### config.mk
export PLATFORM = sky130hd
export DESIGN_NAME = multi_channel_debouncer
export DESIGN_NICKNAME = d
export VERILOG_FILES = /design/src/rtl/debounce_pkg.sv /design/src/rtl/debounce_channel.sv /design/src/rtl/multi_channel_debouncer.sv
export SDC_FILE = /design/constraint.sdc
export NUM_CORES = 1
export LEC_CHECK = 0
export ABC_CLOCK_PERIOD_IN_PS = 3040
export BUFFER_PORTS_ARGS = -buffer_cell sky130_fd_sc_hd__buf_4
export CAP_MARGIN = 20
export CORE_MARGIN = 3
export CORE_UTILIZATION = 51
export DETAILED_ROUTE_END_ITERATION = 7
export GPL_TIMING_DRIVEN = 0
export PLACE_DENSITY_LB_ADDON = 0.1
export SLEW_MARGIN = 0
export SYNTH_ARGS = -nofsm -noshare
export SYNTH_HDL_FRONTEND = slang
export SYNTH_SLANG_ARGS = --single-unit
### constraint.sdc
create_clock -name clk -period 3.04 [get_ports clk]
set_input_delay 0.456 -clock clk [delete_from_list [all_inputs] [get_ports clk]]
set_output_delay 0.456 -clock clk [all_outputs]
set_load 0.01 [all_outputs]
### src/rtl/debounce_pkg.sv
`default_nettype none
// ============================================================================
// Module      : debounce_pkg
// Description : Shared constants and types for the input debouncer slice.
// Revision    : 1.0 - initial release
// ============================================================================
package debounce_pkg;

    localparam logic [15:0] DEB_DEFAULT_THRESHOLD = 16'd20000;
    localparam int unsigned DEB_SYNC_STAGES       = 2;
    localparam int unsigned DEB_CNT_W             = 16;

    // Outcome of one channel's filter decision in a given cycle.
    typedef enum logic [1:0] {
        EDGE_NONE = 2'b00,
        EDGE_RISE = 2'b01,
        EDGE_FALL = 2'b10
    } edge_e;

endpackage
`default_nettype wire

### src/rtl/debounce_channel.sv
`default_nettype none
// ============================================================================
// Module      : debounce_channel
// Description : One debounced input: synchroniser, stability counter, level
//               flop and registered rise/fall event pulses.
// Revision    : 1.0 - initial release
// ============================================================================
module debounce_channel
    import debounce_pkg::*;
#(
    parameter int unsigned CNT_W       = DEB_CNT_W,
    parameter int unsigned SYNC_STAGES = DEB_SYNC_STAGES,
    parameter logic        RESET_LEVEL = 1'b0
) (
    input  logic             clk,
    input  logic             reset,
    input  logic             sample_en_i,
    input  logic [CNT_W-1:0] threshold_i,
    input  logic             noisy_i,
    output logic             stable_o,
    output logic             rise_o,
    output logic             fall_o
);

    logic [SYNC_STAGES-1:0] sync_q;
    logic [CNT_W-1:0]       cnt_q;
    logic [CNT_W-1:0]       cnt_d;
    logic                   stable_q;
    logic                   stable_d;
    logic                   rise_q;
    logic                   fall_q;
    logic                   sync_s;
    logic [CNT_W-1:0]       limit;
    edge_e                  edge_d;

    assign sync_s = sync_q[SYNC_STAGES-1];

    // A zero threshold behaves as one; limit is the last count before a flip.
    assign limit = (threshold_i == '0) ? '0 : (threshold_i - CNT_W'(1));

    always_comb begin
        cnt_d    = cnt_q;
        stable_d = stable_q;
        edge_d   = EDGE_NONE;
        if (sync_s == stable_q) begin
            cnt_d = '0;
        end else if (sample_en_i) begin
            if (cnt_q >= limit) begin
                stable_d = sync_s;
                cnt_d    = '0;
                edge_d   = sync_s ? EDGE_RISE : EDGE_FALL;
            end else begin
                cnt_d = cnt_q + CNT_W'(1);
            end
        end
    end

    always_ff @(posedge clk or posedge reset) begin
        if (reset) begin
            sync_q   <= {SYNC_STAGES{RESET_LEVEL}};
            cnt_q    <= '0;
            stable_q <= RESET_LEVEL;
            rise_q   <= 1'b0;
            fall_q   <= 1'b0;
        end else begin
            sync_q   <= {sync_q[SYNC_STAGES-2:0], noisy_i};
            cnt_q    <= cnt_d;
            stable_q <= stable_d;
            rise_q   <= (edge_d == EDGE_RISE);
            fall_q   <= (edge_d == EDGE_FALL);
        end
    end

    assign stable_o = stable_q;
    assign rise_o   = rise_q;
    assign fall_o   = fall_q;

endmodule
`default_nettype wire

### src/rtl/multi_channel_debouncer.sv
`default_nettype none
// ============================================================================
// Module      : multi_channel_debouncer
// Description : NUM_CH independent debounced inputs with a shared threshold
//               and sample tick, plus a combined change indication.
// Revision    : 1.0 - initial release
// ============================================================================
module multi_channel_debouncer
    import debounce_pkg::*;
#(
    parameter int unsigned NUM_CH      = 4,
    parameter int unsigned CNT_W       = DEB_CNT_W,
    parameter int unsigned SYNC_STAGES = DEB_SYNC_STAGES,
    parameter logic        RESET_LEVEL = 1'b0
) (
    input  logic              clk,
    input  logic              reset,
    input  logic              sample_en,
    input  logic [CNT_W-1:0]  threshold,
    input  logic [NUM_CH-1:0] noisy_in,
    output logic [NUM_CH-1:0] stable_out,
    output logic [NUM_CH-1:0] rise_pulse,
    output logic [NUM_CH-1:0] fall_pulse,
    output logic              any_change
);

    for (genvar gi = 0; gi < NUM_CH; gi++) begin : g_ch
        debounce_channel #(
            .CNT_W       (CNT_W),
            .SYNC_STAGES (SYNC_STAGES),
            .RESET_LEVEL (RESET_LEVEL)
        ) u_channel (
            .clk         (clk),
            .reset       (reset),
            .sample_en_i (sample_en),
            .threshold_i (threshold),
            .noisy_i     (noisy_in[gi]),
            .stable_o    (stable_out[gi]),
            .rise_o      (rise_pulse[gi]),
            .fall_o      (fall_pulse[gi])
        );
    end

    // Pulses are already registered, so this stays glitch-free.
    assign any_change = |(rise_pulse | fall_pulse);

endmodule
`default_nettype wire
# Word level (Yosys, flattened, before mapping)
# Index checks and enable logic that the tools add are counted.
[totals]
reg_bits = 84
in_bits = 23
[classes]
add_sub_neg = 5
order_cmp = 4
eq_ne = 12
n_mux = 29
bitwise = 5
reduce_logical = 10
[ops]
columns = ["op", "n"]
rows = [
  ["2-to-1 mux 16 bit", 13],
  ["adder 16 x 1 -> 16 bit (second input constant)", 4],
  [">= comparator 16 bit", 4],
  ["2-to-1 mux 2 bit", 16],
  ["logical NOT 16 bit", 1],
  ["subtractor 16 x 1 -> 16 bit (second input constant)", 1],
  ["AND reduction 3 bit", 4],
  ["equality test 2 x 1 -> 1 bit (second input constant)", 4],
  ["equality test 2 bit (second input constant)", 4],
  ["nonzero test 2 bit", 4],
  ["equality test 1 bit", 4],
  ["inverter 1 bit", 4],
  ["OR 4 bit", 1],
  ["OR reduction 4 bit", 1],
]

# Depth between registers and ports, before layout
[logic_depth]
word_depth = 7
mapped_depth = 14
ltp_nobuf = 13

# By module
# From an unflattened synthesis, not the netlist that was laid out.
[hier_totals]
cells_unflattened = 783
hier_area_um2 = 7015.5
[by_module_without_submodules]
columns = ["mod", "n_inst", "cells_per_inst", "area_each_um2"]
rows = [
  ["debounce_channel (g_ch[0].u_channel ...)", 2, 195, 1706.6],
  ["debounce_channel (g_ch[1].u_channel)", 1, 199, 1846.8],
  ["debounce_channel (g_ch[3].u_channel)", 1, 191, 1739.2],
  ["multi_channel_debouncer", 1, 3, 16.3],
]

# Least setup slack after synthesis
# Ideal clock, no wire load.
[synth_path]
path_kind = "input to register"
startpoint = "input port threshold[5]"
endpoint = "register g_ch[2].u_channel.stable_q"
arrival_time_ps = 3060
t_required_ps = 2915
path_slack_ps = -145
path_stages = 11
n_path_buf = 0
path_cell_list = "nor4_2 > nand3_1 > nor3_1 > xor2_1 > nand2_1 > ha_1 > nand4_1 > or3_4 > a2111oi_4 > o31ai_4 > mux2_4"
[synth_between]
elab_chain_len = 4
elab_cells_between_ends = 5
cone_classes = "add/sub (1); order compare (1); mux (1); reduce/logical (2)"
[synth_rtl]
columns = ["element", "line", "source"]
rows = [
  ["start: declaration", "multi_channel_debouncer.sv:19", "input logic [CNT_W-1:0] threshold,"],
  ["subtractor 16 x 1 -> 16 bit or logical NOT 16 bit (tied branches)", "debounce_channel.sv:39", "assign limit = (threshold_i == '0) ? '0 : (threshold_i - CNT_W'(1));"],
  ["2-to-1 mux 16 bit *", "debounce_channel.sv:39", ""],
  [">= comparator 16 bit *", "debounce_channel.sv:48", "if (cnt_q >= limit) begin"],
  ["AND reduction 3 bit (no source line) *", "--", ""],
  ["end signal: assignment", "debounce_channel.sv:68", "stable_q <= stable_d;"],
  ["end: declaration", "debounce_channel.sv:28", "logic stable_q;"],
]
# Every way passes the cells marked *; elsewhere a longest branch is shown, timed or not.
# A chain may end at the register's enable or synchronous reset.

# Worst setup path in the final report
[layout_path]
startpoint = "input port threshold[9]"
endpoint = "register g_ch[0].u_channel.stable_q"
[layout_between]
elab_chain_len = 4
elab_cells_between_ends = 5
cone_classes = "add/sub (1); order compare (1); mux (1); reduce/logical (2)"
[layout_rtl]
columns = ["element", "line"]
rows = [
  ["subtractor 16 x 1 -> 16 bit or logical NOT 16 bit (tied branches)", "debounce_channel.sv:39"],
  ["2-to-1 mux 16 bit *", "debounce_channel.sv:39"],
  [">= comparator 16 bit *", "debounce_channel.sv:48"],
  ["AND reduction 3 bit (no source line) *", "--"],
  ["end signal: assignment", "debounce_channel.sv:68"],
  ["end: declaration", "debounce_channel.sv:28"],
]
# Marked as above.

==> results.ini <==
[worst_setup_path]
worstPathMaxFanout=4
cpMaxStageDelayCell=or4b_4
cp-start-kind=input port
crit_buf_inv=3
crit_arrival_ns=3.43
path_delay_family=simple AND/OR/NAND/NOR gates
worst_ep_required_time_ns=3.31
critPathMaxStageDelay_ns=0.50
crit_type=input port to flip-flop
endpoint_kind=flip-flop
r2r_cells=7
cp.depth=15
cp_cell_sequence=buf_8, nor4_4, and3_4, nand2_1, xnor2_1, nand2_2, buf_4, ha_1, nand4_1, nor3_2, or4b_4, nand3_4, buf_6, nand2_4, mux2_4
reg2reg_slack_ns=0.69

[clocking]
cts_tree=done
cts_max_path_buffers=2
clock_latency_ns=0.38
cts_hold_buf=0
cts-root-buf=clkbuf_8
cts_buffers=9
htree_num_levels=3
clock-sinks=84
clk_pin_slew_ns=0.09

[yosys]
yosysSeqAreaShare_pct=36.8
ys_ff_latch=84
syn_area_per_cell_um2=9.34
synth.area.top_cells=dfrtp_1 (37%), ha_1 (15%), xor2_1 (6.3%), nor2_1 (5.6%), nand2_1 (4.7%)
synth.cell_area_mm2=0.00571
async_flop_share_pct=100
ys.warnings.count=0
synth_area_leader_cell=dfrtp_1
synth-edff-count=0
synthCells=612
synth_top_area_share_pct=36.8
synth_ff_type=dfrtp_1
synth_nets=705
synth_cell_types=62

[cells_and_area]
layout.nets=787
design_area_mm2=0.00714
area_growth_pct=25.0
drive_above_1_share_pct=25.2
antenna-diode-count=0

[hold_path]
hold_class=input port to asynchronous set/reset pin

[floorplanning]
io_pins=36
die_area_mm2=0.0125
fp.dieW_um=112
initial_core_util_pct=52.5
die_y_um=112
core.rowCount=38
core_mm2=0.0109

[drt]
avgRoutedWirePerCell_um=17.2
ant_nets=0
post-route-drc-count=0
drtIter0Drc=218
first_pass_iters=5
vias_per_cell=5.64
vias=4728
wirelength_um=14400

[pwr]
ir_drop_v=0.000271
swShare_pct=27.3
finalPower_uw=2410
p_int_uw=1760
powerDensity_mw_per_mm2=338
p_switching_uw=659
power_frac_comb_pct=14.5
pwr-share-seq_pct=48.1
pwr-share-clk_pct=37.4
p_leak_uw=0.00335

[placement]
postPlaceCellArea_mm2=0.00621
hpwl_um=9910
io_buffers=35
gp_congestion=0.850

[timing]
setup_viol=32
worstMarginPinSlew_ns=0.682
relSlewSlack_pct=54.2
grt_setup_unrepaired=true
fmax_ghz=0.317
final_max_slew_viol_count=0
skew_ns=0.0125
worst_slack_ns=-0.119
period_share_pct=104
period_minus_slack_ns=3.16
hold_viol_final=0

[grt]
grt_pass1_wl_um=23100
grt_util_met2_pct=40.5
grt-busiest-layer=met2
gr-total-overflow=0
grt_max_degree=64
grt_util_met3_pct=3.32
grt_usage_pct=23.1
antenna_found_initial=0
grt_pass1_vias=4693
use_met1_pct=28.6

[run_status]
violations=negative setup slack
status=finished, violations left

[flow_run]
maxCapViolations=0

[cell families after synthesis]
family	Yosys count	synth area share (%)
buf+inv	36	3.42
flops	84	36.8
compound gates	71	9.07
simple gates	276	23.6
xor+xnor	71	10.9
mux	4	0.920
fa+ha+maj	70	15.3
[registers in the layout, summed over array words and instances, names as in the netlist]
signal and flops:
g_ch.u_channel.cnt_q 64, g_ch.u_channel.sync_q 8, g_ch.u_channel.fall_o 4, g_ch.u_channel.rise_o 4
g_ch.u_channel.stable_o 4
[layout make-up]
cell class              count  area, um2
inverters                  17       66.3
fillers                   864       3740
well taps                 140        175
flip-flops and latches     84       2100
multi-input cells         492       3790
clock buffers              11        131
clock inverters             5       85.1
plain buffers              19        154
repair buffers             71        644
[path summary, 6_finish.rpt]
| kind | startpoint | to |
|---|---|---|
| max in group asynchronous | reset | g_ch[2].u_channel.cnt_q[13] |
| min reg2reg | g_ch[1].u_channel.sync_q[0] | g_ch[1].u_channel.sync_q[1] |
| min in group clk | noisy_in[2] | g_ch[2].u_channel.sync_q[0] |
| max reg2reg | g_ch[2].u_channel.cnt_q[14] | g_ch[2].u_channel.rise_o |
| max | threshold[9] | g_ch[0].u_channel.stable_o |
| min | reset | g_ch[3].u_channel.cnt_q[7] |
[cell usage in the layout (no fill, tap or decap), types with 8 or more instances in the layout]
master,instances
a21oi_1,24
buf_4,71
buf_6,8
clkbuf_8,10
dfrtp_1,84
ha_1,61
ha_4,9
inv_1,16
nand2_1,61
nand2_2,10
nand3_1,25
nand4_1,21
nor2_1,83
nor3_1,11
o21ai_0,10
xnor2_1,30
xor2_1,40
[layer usage]
| metal | vias up | part of all wire [%] |
|---|---|---|
| met4 | 0 | 3.3 |
| met2 | 106 | 51 |
| met1 | 2280 | 42 |
| met3 | 41 | 3.9 |
| li1 | 2301 | - |
| met5 | - | 0 |
[synth_stat cells, types with 11 or more instances]
master    n
buf_4    13
nand3_1  28
inv_1    17
xor2_1   41
o21ai_0  11
nor2_1   86
nor3_1   18
a21oi_1  26
ha_1     70
nand4_1  21
nand2_1  72
dfrtp_1  84
xnor2_1  30
[power by group through the flow]
stage	clock [uW]	sequential, uW	combinational (uW)
after detailed placement	0	1180	283
final	903	1160	349
after global routing	967	1170	387
after CTS	922	1160	310
after floorplan	0	1180	183
after global placement	0	1180	268
[worst register-to-register path, cell delays in order (launching register included)]
cell	delay, ns
dfrtp_1	0.42
ha_1	0.32
nand4_1	0.15
or3_4	0.39
a2111oi_4	0.42
o31ai_4	0.18
buf_4	0.18
nor3b_1	0.22
[what timing repair did]
item                       in CTS  in global routing
gates cloned                    0                  1
pin swaps                      20                 19
setup endpoints to repair      71                 72
gates resized for setup        30                 51
buffers inserted               22                 12
[stage by stage]
step           utilization (%)  worst slack (ns)  hold slack, ns  TNS (ns)  instances
3_3_place_gp              56.8            -0.708           0.332    -89.46        787
5_1_grt                   65.6            -0.258          0.0517     -9.45        839
6_report                  65.6            -0.119          0.0342     -1.38        839
2_1_floorplan                -            0.0329           0.331         0        612
4_1_cts                   61.9           -0.0363          0.0335    -0.113        826
3_5_place_dp              57.1            -0.791           0.335    -42.19        788
Power figures use the tool's default switching activity.
